<file path="src/rtl/bshift_arbiter.sv">
// bshift_arbiter: two requesters share a single combinational 8-bit rotator.
// A round-robin arbiter picks one requester per cycle. Its rotated operand is
// captured in a one-entry result register with valid/ready handshaking.
//
// Ports
//   clk, reset                     rising-edge clock, synchronous active-high reset
//   reqN_valid / reqN_ready        request handshake for requester N (N = 0,1)
//   reqN_a / reqN_amt / reqN_lr    operand, rotate amount 0-7, 1 = left / 0 = right
//   res_valid / res_ready          result handshake
//   res_y / res_id                 rotated result and the requester that produced it
//   cnt0 / cnt1                    per-requester grant counters (saturating)
//
// Build option
//   BSHIFT_ARBITER_STATS_EN  defined: cnt0/cnt1 count accepted transfers.
//                            undefined: cnt0/cnt1 are tied to zero.
module bshift_arbiter (
  input  logic       clk,
  input  logic       reset,
  input  logic       req0_valid,
  output logic       req0_ready,
  input  logic [7:0] req0_a,
  input  logic [2:0] req0_amt,
  input  logic       req0_lr,
  input  logic       req1_valid,
  output logic       req1_ready,
  input  logic [7:0] req1_a,
  input  logic [2:0] req1_amt,
  input  logic       req1_lr,
  output logic       res_valid,
  input  logic       res_ready,
  output logic [7:0] res_y,
  output logic       res_id,
  output logic [7:0] cnt0,
  output logic [7:0] cnt1
);

  typedef enum logic {EMPTY = 1'b0, FULL = 1'b1} state_t;

  state_t     r_state;
  logic       r_last;   // requester granted on the most recent accepted transfer
  logic [7:0] r_y;
  logic       r_id;

  logic       w_can_accept;
  logic       w_grant;
  logic       w_acc;
  logic [7:0] w_sel_a;
  logic [2:0] w_sel_amt;
  logic       w_sel_lr;
  logic [7:0] w_rot_in;
  logic [15:0] w_dbl;
  logic [7:0] w_rot_out;
  logic [7:0] w_y;

  function automatic logic [7:0] rev8(input logic [7:0] x);
    logic [7:0] r;
    for (int i = 0; i < 8; i++) r[i] = x[7-i];
    return r;
  endfunction

  // The register can take new data when it is empty, or when it is
  // being drained in this same cycle. Nothing is accepted while in reset.
  assign w_can_accept = ((r_state == EMPTY) || res_ready) && !reset;

  // A tie goes to the requester that did not win last time. A lone requester
  // always wins. The grant depends only on valids and the pointer.
  always_comb begin
    w_grant = 1'b0;
    if (req0_valid && req1_valid) w_grant = ~r_last;
    else                          w_grant = req1_valid;
  end

  assign req0_ready = w_can_accept && req0_valid && (w_grant == 1'b0);
  assign req1_ready = w_can_accept && req1_valid && (w_grant == 1'b1);
  assign w_acc      = req0_ready || req1_ready;

  assign w_sel_a   = w_grant ? req1_a   : req0_a;
  assign w_sel_amt = w_grant ? req1_amt : req0_amt;
  assign w_sel_lr  = w_grant ? req1_lr  : req0_lr;

  // Shared rotator. It rotates right only; a left rotate is done by
  // reversing the bits, rotating right, then reversing again.
  assign w_rot_in  = w_sel_lr ? rev8(w_sel_a) : w_sel_a;
  assign w_dbl     = {w_rot_in, w_rot_in};
  assign w_rot_out = w_dbl[w_sel_amt +: 8];
  assign w_y       = w_sel_lr ? rev8(w_rot_out) : w_rot_out;

  always_ff @(posedge clk) begin
    if (reset) begin
      r_state <= EMPTY;
      r_y     <= 8'h00;
      r_id    <= 1'b0;
      r_last  <= 1'b1;
    end else begin
      case (r_state)
        EMPTY: begin
          if (w_acc) begin
            r_state <= FULL;
            r_y     <= w_y;
            r_id    <= w_grant;
            r_last  <= w_grant;
          end
        end
        FULL: begin
          // A drain and an accept in the same cycle reload the register
          // and stay FULL, so no bubble is inserted.
          if (w_acc) begin
            r_y    <= w_y;
            r_id   <= w_grant;
            r_last <= w_grant;
          end else if (res_ready) begin
            r_state <= EMPTY;
          end
        end
        default: r_state <= EMPTY;
      endcase
    end
  end

  assign res_valid = (r_state == FULL);
  assign res_y     = r_y;
  assign res_id    = r_id;

`ifdef BSHIFT_ARBITER_STATS_EN
  logic [7:0] r_cnt0;
  logic [7:0] r_cnt1;

  always_ff @(posedge clk) begin
    if (reset) begin
      r_cnt0 <= 8'h00;
      r_cnt1 <= 8'h00;
    end else begin
      if (req0_ready && (r_cnt0 != 8'hFF)) r_cnt0 <= r_cnt0 + 8'd1;
      if (req1_ready && (r_cnt1 != 8'hFF)) r_cnt1 <= r_cnt1 + 8'd1;
    end
  end

  assign cnt0 = r_cnt0;
  assign cnt1 = r_cnt1;
`else
  assign cnt0 = 8'h00;
  assign cnt1 = 8'h00;
`endif

endmodule

</file>
<file path="config.mk">
export PLATFORM = sky130hd
export DESIGN_NAME = bshift_arbiter
export DESIGN_NICKNAME = d
export VERILOG_FILES = /design/src/rtl/bshift_arbiter.sv
export SDC_FILE = /design/constraint.sdc
export NUM_CORES = 1
export LEC_CHECK = 0
export ABC_CLOCK_PERIOD_IN_PS = 1700
export CAP_MARGIN = 20
export CORE_UTILIZATION = 50
export CTS_BUF_LIST = sky130_fd_sc_hd__clkbuf_8
export CTS_CLUSTER_DIAMETER = 80
export CTS_CLUSTER_SIZE = 24
export DETAILED_ROUTE_END_ITERATION = 10
export DONT_BUFFER_PORTS = 1
export PLACE_DENSITY_LB_ADDON = 0.12
export SLEW_MARGIN = 20
export SYNTH_ARGS = -nofsm -noshare
export SYNTH_HDL_FRONTEND = slang
export SYNTH_SLANG_ARGS = --single-unit
</file>
<file path="constraint.sdc">
create_clock -name clk -period 1.7 [get_ports clk]
set_clock_uncertainty 0.1 [all_clocks]
set_input_delay 0.34 -clock clk [delete_from_list [all_inputs] [get_ports clk]]
set_output_delay 0.34 -clock clk [all_outputs]
set_load 0.01 [all_outputs]
</file>
==> impl_metrics.env <==
export IMPL_run_status="finished clean"
export IMPL_cp_cell_sequence="a21bo_4 -> and4b_4 -> a22o_4 -> a32oi_1 -> nand4_1"
export IMPL_cts_sink_count=11
export IMPL_die_w_um=58.3
export IMPL_drv_cap=0
export IMPL_slowest_stage="sky130_fd_sc_hd__dfxtp_2"
export IMPL_synth_cells=159
export IMPL_setup_viol=0
export IMPL_critical_path_class="reg2reg"
export IMPL_grt_ovfl_total=0
export IMPL_grt_max_degree=17
export IMPL_top_layer="met4"
export IMPL_floorplan_initialDensity=0.524
export IMPL_io_pins=57
export IMPL_synth_compound_area_frac=0.137
export IMPL_timing_worst_slew_pin_value_ns=0.666
export IMPL_timing_critical_path_from_type="register"
export IMPL_synthFlopType="sky130_fd_sc_hd__dfxtp_1"
export IMPL_routed_via_density=6.58
export IMPL_routed_met1_length_mm=1.59
export IMPL_vias_in_the_first_global_route=1291
export IMPL_dr_wl_met2_mm=1.92
export IMPL_ctsHtreeMaxLevel=1
export IMPL_antenna_violations_before_repair=0
export IMPL_synthAdderAreaFrac=0
export IMPL_cts_tree="yes"
export IMPL_synth_yosys_seq_area_share=0.139
export IMPL_rsz0062_at_grt="true"
export IMPL_vdd_ir_drop_worst_v=0.000241
export IMPL_end_kind="register"
export IMPL_slew_limit_headroom=0.556
export IMPL_critical_path_peak_fanout=8
export IMPL_route_vias_total=1389
export IMPL_synth_seq_cells=11
export IMPL_dpl_worst_slack_ns=-0.0640
export IMPL_synth_area_mux_share=0.376
export IMPL_combinational_family_with_the_most_area_after_synthesis="multiplexers"
export IMPL_power_density_nw_per_um2=575
export IMPL_period_minus_slack_ns=1.66
export IMPL_p_leak_nw=0.675
export IMPL_count_of_flip_flops_with_a_built_in_enable_after_synthesis=0
export IMPL_cts_buffers=3
export IMPL_critical_path_max_stage_delay_ns=0.32
export IMPL_synth_warnings=0
export IMPL_seq_area_um2=221
export IMPL_hold_violations=0
export IMPL_detail_route_wl_per_cell_um=18.4
export IMPL_final_antenna_net_count=0
export IMPL_timing_critical_path_required_ns=1.70
export IMPL_synth_cell_types=33
export IMPL_final_setup_slack_of_the_worst_path_ns=0.0403
export IMPL_hold_path_class="in2reg"
export IMPL_routability_congestion=0.815
export IMPL_ctsLongestPathBuffers=2
export IMPL_worst_path_dominant_cell_family="compound AO/OA/AOI/OAI gates"
export IMPL_floorplan_die_area_um2=3400
export IMPL_grt_pass1_wl_mm=6.23
export IMPL_area_delta_synth_final_pct=7.81
export IMPL_critical_path_arrival_ns=1.66
export IMPL_met3RoutedLength_um=280
export IMPL_n_fill_cell=283
export IMPL_detailed_place_hpwl_mm=2.90
export IMPL_fraction_of_the_mapped_netlist_area_in_simple_logic_gates=0.216
export IMPL_port_buffer_count=0
export IMPL_critical_path_n_buffers_inverters=0
export IMPL_drt_first_pass_iters=6
export IMPL_multi_input_area_um2=1270
export IMPL_global_route_usage_total=0.243
export IMPL_clkSlewWorstSetupHoldPaths_ns=0.05
export IMPL_cts_hold_buf=0
export IMPL_period_share=0.976
export IMPL_row_count=20
export IMPL_coreArea_um2=3030
export IMPL_antenna_cells=0
export IMPL_synthesized_area_per_cell_um2=9.97
export IMPL_syn_area_um2=1590
export IMPL_fmax_ghz=0.603
export IMPL_final_nets=197
export IMPL_final_max_slew_viol_count=0
export IMPL_die_h_um=58.3
export IMPL_synth_xor_xnor_area_share=0.0110
export IMPL_design_power_total_uw=983
export IMPL_drtIter0Drc=89
export IMPL_layout_drive_gt1_share=0.293
export IMPL_synthArstFlopShare=0
export IMPL_clock_insertion_delay_worst_skew_ns=0.23
export IMPL_wirelength_mm=3.87
export IMPL_post_route_drc_count=0
export IMPL_clockRootBuffer="sky130_fd_sc_hd__clkbuf_8"
[layer usage]
| metal | vias to the layer above | track usage |
|---|---|---|
| met2 | 70 | 0.414 |
| met4 | 0 | 0.0782 |
| met1 | 679 | 0.311 |
| li1 | 632 | - |
| met5 | - | 0 |
| met3 | 8 | 0.0505 |
[cells in the final DEF, fill, tap and decap left out, types with 2 or more instances in the layout]
| master | synthesis | layout |
|---|---|---|
| sky130_fd_sc_hd__inv_1 | 2 | 3 |
| sky130_fd_sc_hd__conb_1 | 1 | 16 |
| sky130_fd_sc_hd__mux4_1 | 6 | 6 |
| sky130_fd_sc_hd__nand2b_1 | 2 | 2 |
| sky130_fd_sc_hd__o21ai_0 | 2 | 2 |
| sky130_fd_sc_hd__a22o_2 | 0 | 2 |
| sky130_fd_sc_hd__buf_4 | 18 | 11 |
| sky130_fd_sc_hd__dfxtp_1 | 11 | 10 |
| sky130_fd_sc_hd__a32oi_1 | 8 | 8 |
| sky130_fd_sc_hd__clkbuf_8 | 0 | 3 |
| sky130_fd_sc_hd__nand4_1 | 16 | 16 |
| sky130_fd_sc_hd__mux4_2 | 16 | 16 |
| sky130_fd_sc_hd__mux2i_1 | 3 | 3 |
| sky130_fd_sc_hd__nor2_1 | 2 | 2 |
| sky130_fd_sc_hd__xor2_2 | 0 | 2 |
| sky130_fd_sc_hd__nand2_1 | 26 | 26 |
| sky130_fd_sc_hd__mux2_2 | 3 | 3 |
| sky130_fd_sc_hd__a22o_4 | 2 | 2 |
| sky130_fd_sc_hd__nand3_1 | 16 | 16 |
| sky130_fd_sc_hd__a21oi_1 | 2 | 2 |
| sky130_fd_sc_hd__o22a_1 | 2 | 2 |
[synth_stat cells, drive strengths merged (2+ instances only)]
master   n  area, um2
a22o     2       35.0
dfxtp   11        220
nand3   16       80.1
xor2     2       17.5
o32a     2       32.5
nand4   16        100
nand2b   2       12.5
buf     26        180
a21oi    2       10.0
mux4    22        518
nor2     2       7.51
mux2i    3       30.0
o22a     2       17.5
nand2   26       97.6
o21ai    2       10.0
mux2     4       48.8
a32oi    8       70.1
inv      2       7.51
[metrics by stage]
stage           util  instance area [um2]  TNS [ns]  cells  hold WS [ns]
3_3_place_gp   0.535                 1620    -0.164    202         0.313
6_report       0.564                 1710         0    211        0.0718
5_1_grt        0.564                 1710   -0.0341    211        0.0643
3_5_place_dp   0.535                 1620    -0.296    202         0.316
4_1_cts        0.557                 1690         0    208        0.0689
2_1_floorplan      -                 1660         0    174         0.309
[cell families after synthesis]
logic type,Yosys count
AO/OA/AOI/OAI,22
XOR/XNOR,2
buffers and inverters,28
flip-flops,11
multiplexers,29
other,1
AND/OR/NAND/NOR,66
[final cells by class]
cell class | count | area share
Sequential cell | 11 | 0.130
Multi-Input combinational cell | 137 | 0.745
Clock inverter | 1 | 0.00220
Inverter | 2 | 0.00439
Timing Repair Buffer | 13 | 0.0630
Tap cell | 44 | 0.0322
Clock buffer | 3 | 0.0242
[worst paths after layout]
kind         startpoint         to  slack (ns)  depth (start not counted)
max              r_last   res_y[3]        0.04                          5
min reg2reg    res_y[4]   res_y[4]        0.46                          2
max reg2reg      r_last   res_y[3]        0.04                          5
min               reset  res_valid        0.07                          1
[report_power, final]
part	internal (mW)	switching, mW	leakage [nW]	total, mW
combinational	0.208	0.191	0.557	0.399
clock	0.159	0.0992	0.0269	0.258
sequential	0.291	0.0355	0.0906	0.326
[registers in the layout, summed over array words and instances (netlist names)]
name       cells
res_id         1
res_y          8
res_valid      1
r_last         1
[repair_timing]
action,4_1_cts,5_1_grt
resized for setup,1,2
gates cloned,2,1
setup endpoints to repair,8,8
setup buffers,1,2
pin swaps,3,1
Power figures use the tool's default switching activity.
==> RTL change: new RTL, same flow settings <==
Build with the macro `BSHIFT_ARBITER_STATS_EN` defined.
--- a/src/rtl/bshift_arbiter.sv
+++ b/src/rtl/bshift_arbiter.sv
@@ -13,6 +13,8 @@
 // Build option
 //   BSHIFT_ARBITER_STATS_EN  defined: cnt0/cnt1 count accepted transfers.
 //                            undefined: cnt0/cnt1 are tied to zero.
+`define BSHIFT_ARBITER_STATS_EN
+
 module bshift_arbiter (
   input  logic       clk,
   input  logic       reset,
Check against the original RTL: not equivalent (a bounded check fails within 4 cycles, from zero or initial values and one cycle with reset high).
==> RTL change against the original RTL <==
The flow now finishes with violations (setup timing). Via count rose by 26%. Setup slack got worse by 0.23 ns. Cell area up 46%. Synthesized area up 26%. Final cell count grew 36%. Routed wire length is 28% higher. Largest power group is now registers. Power is 64% higher. Critical path depth is 1 higher. Sequential cell count grew 16.
==> RTL change: results (changes against the original RTL) <==
critical_path_arrival_ns: 2.01  # +0.35 ns
setup_violations: 11  # +11
finalWeightedCongestion: 0.8961  # +10%
setup_ws_ns: -0.1851  # -0.2254 ns
drt_wl_total_microns: 4955  # +28%
wl_met2_microns: 2523  # +31%
status: "complete, but fails checks"
layout-drive-gt1-share_pct: 38.91  # +9.6 points
route.vias.total: 1750  # +26%
synth_area_per_cell_sq_um: 9.458  # -5.1%
tightestPinTransition_ns: 0.7116  # +0.04547 ns
synth_commonest_cells: "nor2_1, dfxtp_1, mux2i_1"
cpMaxStageDelayCell: "dfxtp_4"
grtUsageMet1_pct: 28.80  # -2.3 points
grt_max_degree: 22  # +5
dpl.cell_count: 277  # +37%
cts.clk_slew.worst_paths_ns: 0.10  # +0.05 ns
synth_fa_ha_area_share_pct: 1.254  # +1.3 points
grt_first_pass_wirelength_microns: 8017  # +29%
place_area_sq_um: 2233  # +38%
dp_slack_ns: -0.2890  # -0.2251 ns
violations: "setup timing"
synthMuxAreaShare_pct: 25.20  # -12 points
yosys.area_share.xor_xnor_pct: 7.022  # +5.9 points
via_per_inst: 6.098  # -7.4%
regArea_sq_um: 549.3  # +150%
drt_pass1_iterations: 4  # -2
fin_nets: 271  # +38%
RTL change: repair_timing:
action,4_1_cts,5_1_grt
buffers inserted,3,3
setup endpoints to repair,15,24
pin swaps,4,6
gates resized for setup,21,14
RTL change: path summary, 6_finish.rpt:
check | startpoint | to | slack, ns | cells past startpoint
max | r_last | res_y[1] | -0.19 | 6
min | reset | cnt0[1] | 0.01 | 1
max reg2reg | r_last | res_y[1] | -0.19 | 6
min reg2reg | res_y[1] | res_y[1] | 0.47 | 1
RTL change: power breakdown:
part           leakage (nW)  internal (mW)  switching, mW
Clock                0.0217          0.167          0.204
Sequential            0.222          0.671         0.0406
Combinational         0.752          0.275          0.251
RTL change: area by class of cell:
class | count | area share, %
Clock inverter | 1 | 0.3014
Tap cell | 48 | 2.411
Multi-Input combinational cell | 175 | 62.48
Timing Repair Buffer | 33 | 11.10
Sequential cell | 27 | 22.05
Clock buffer | 3 | 1.657
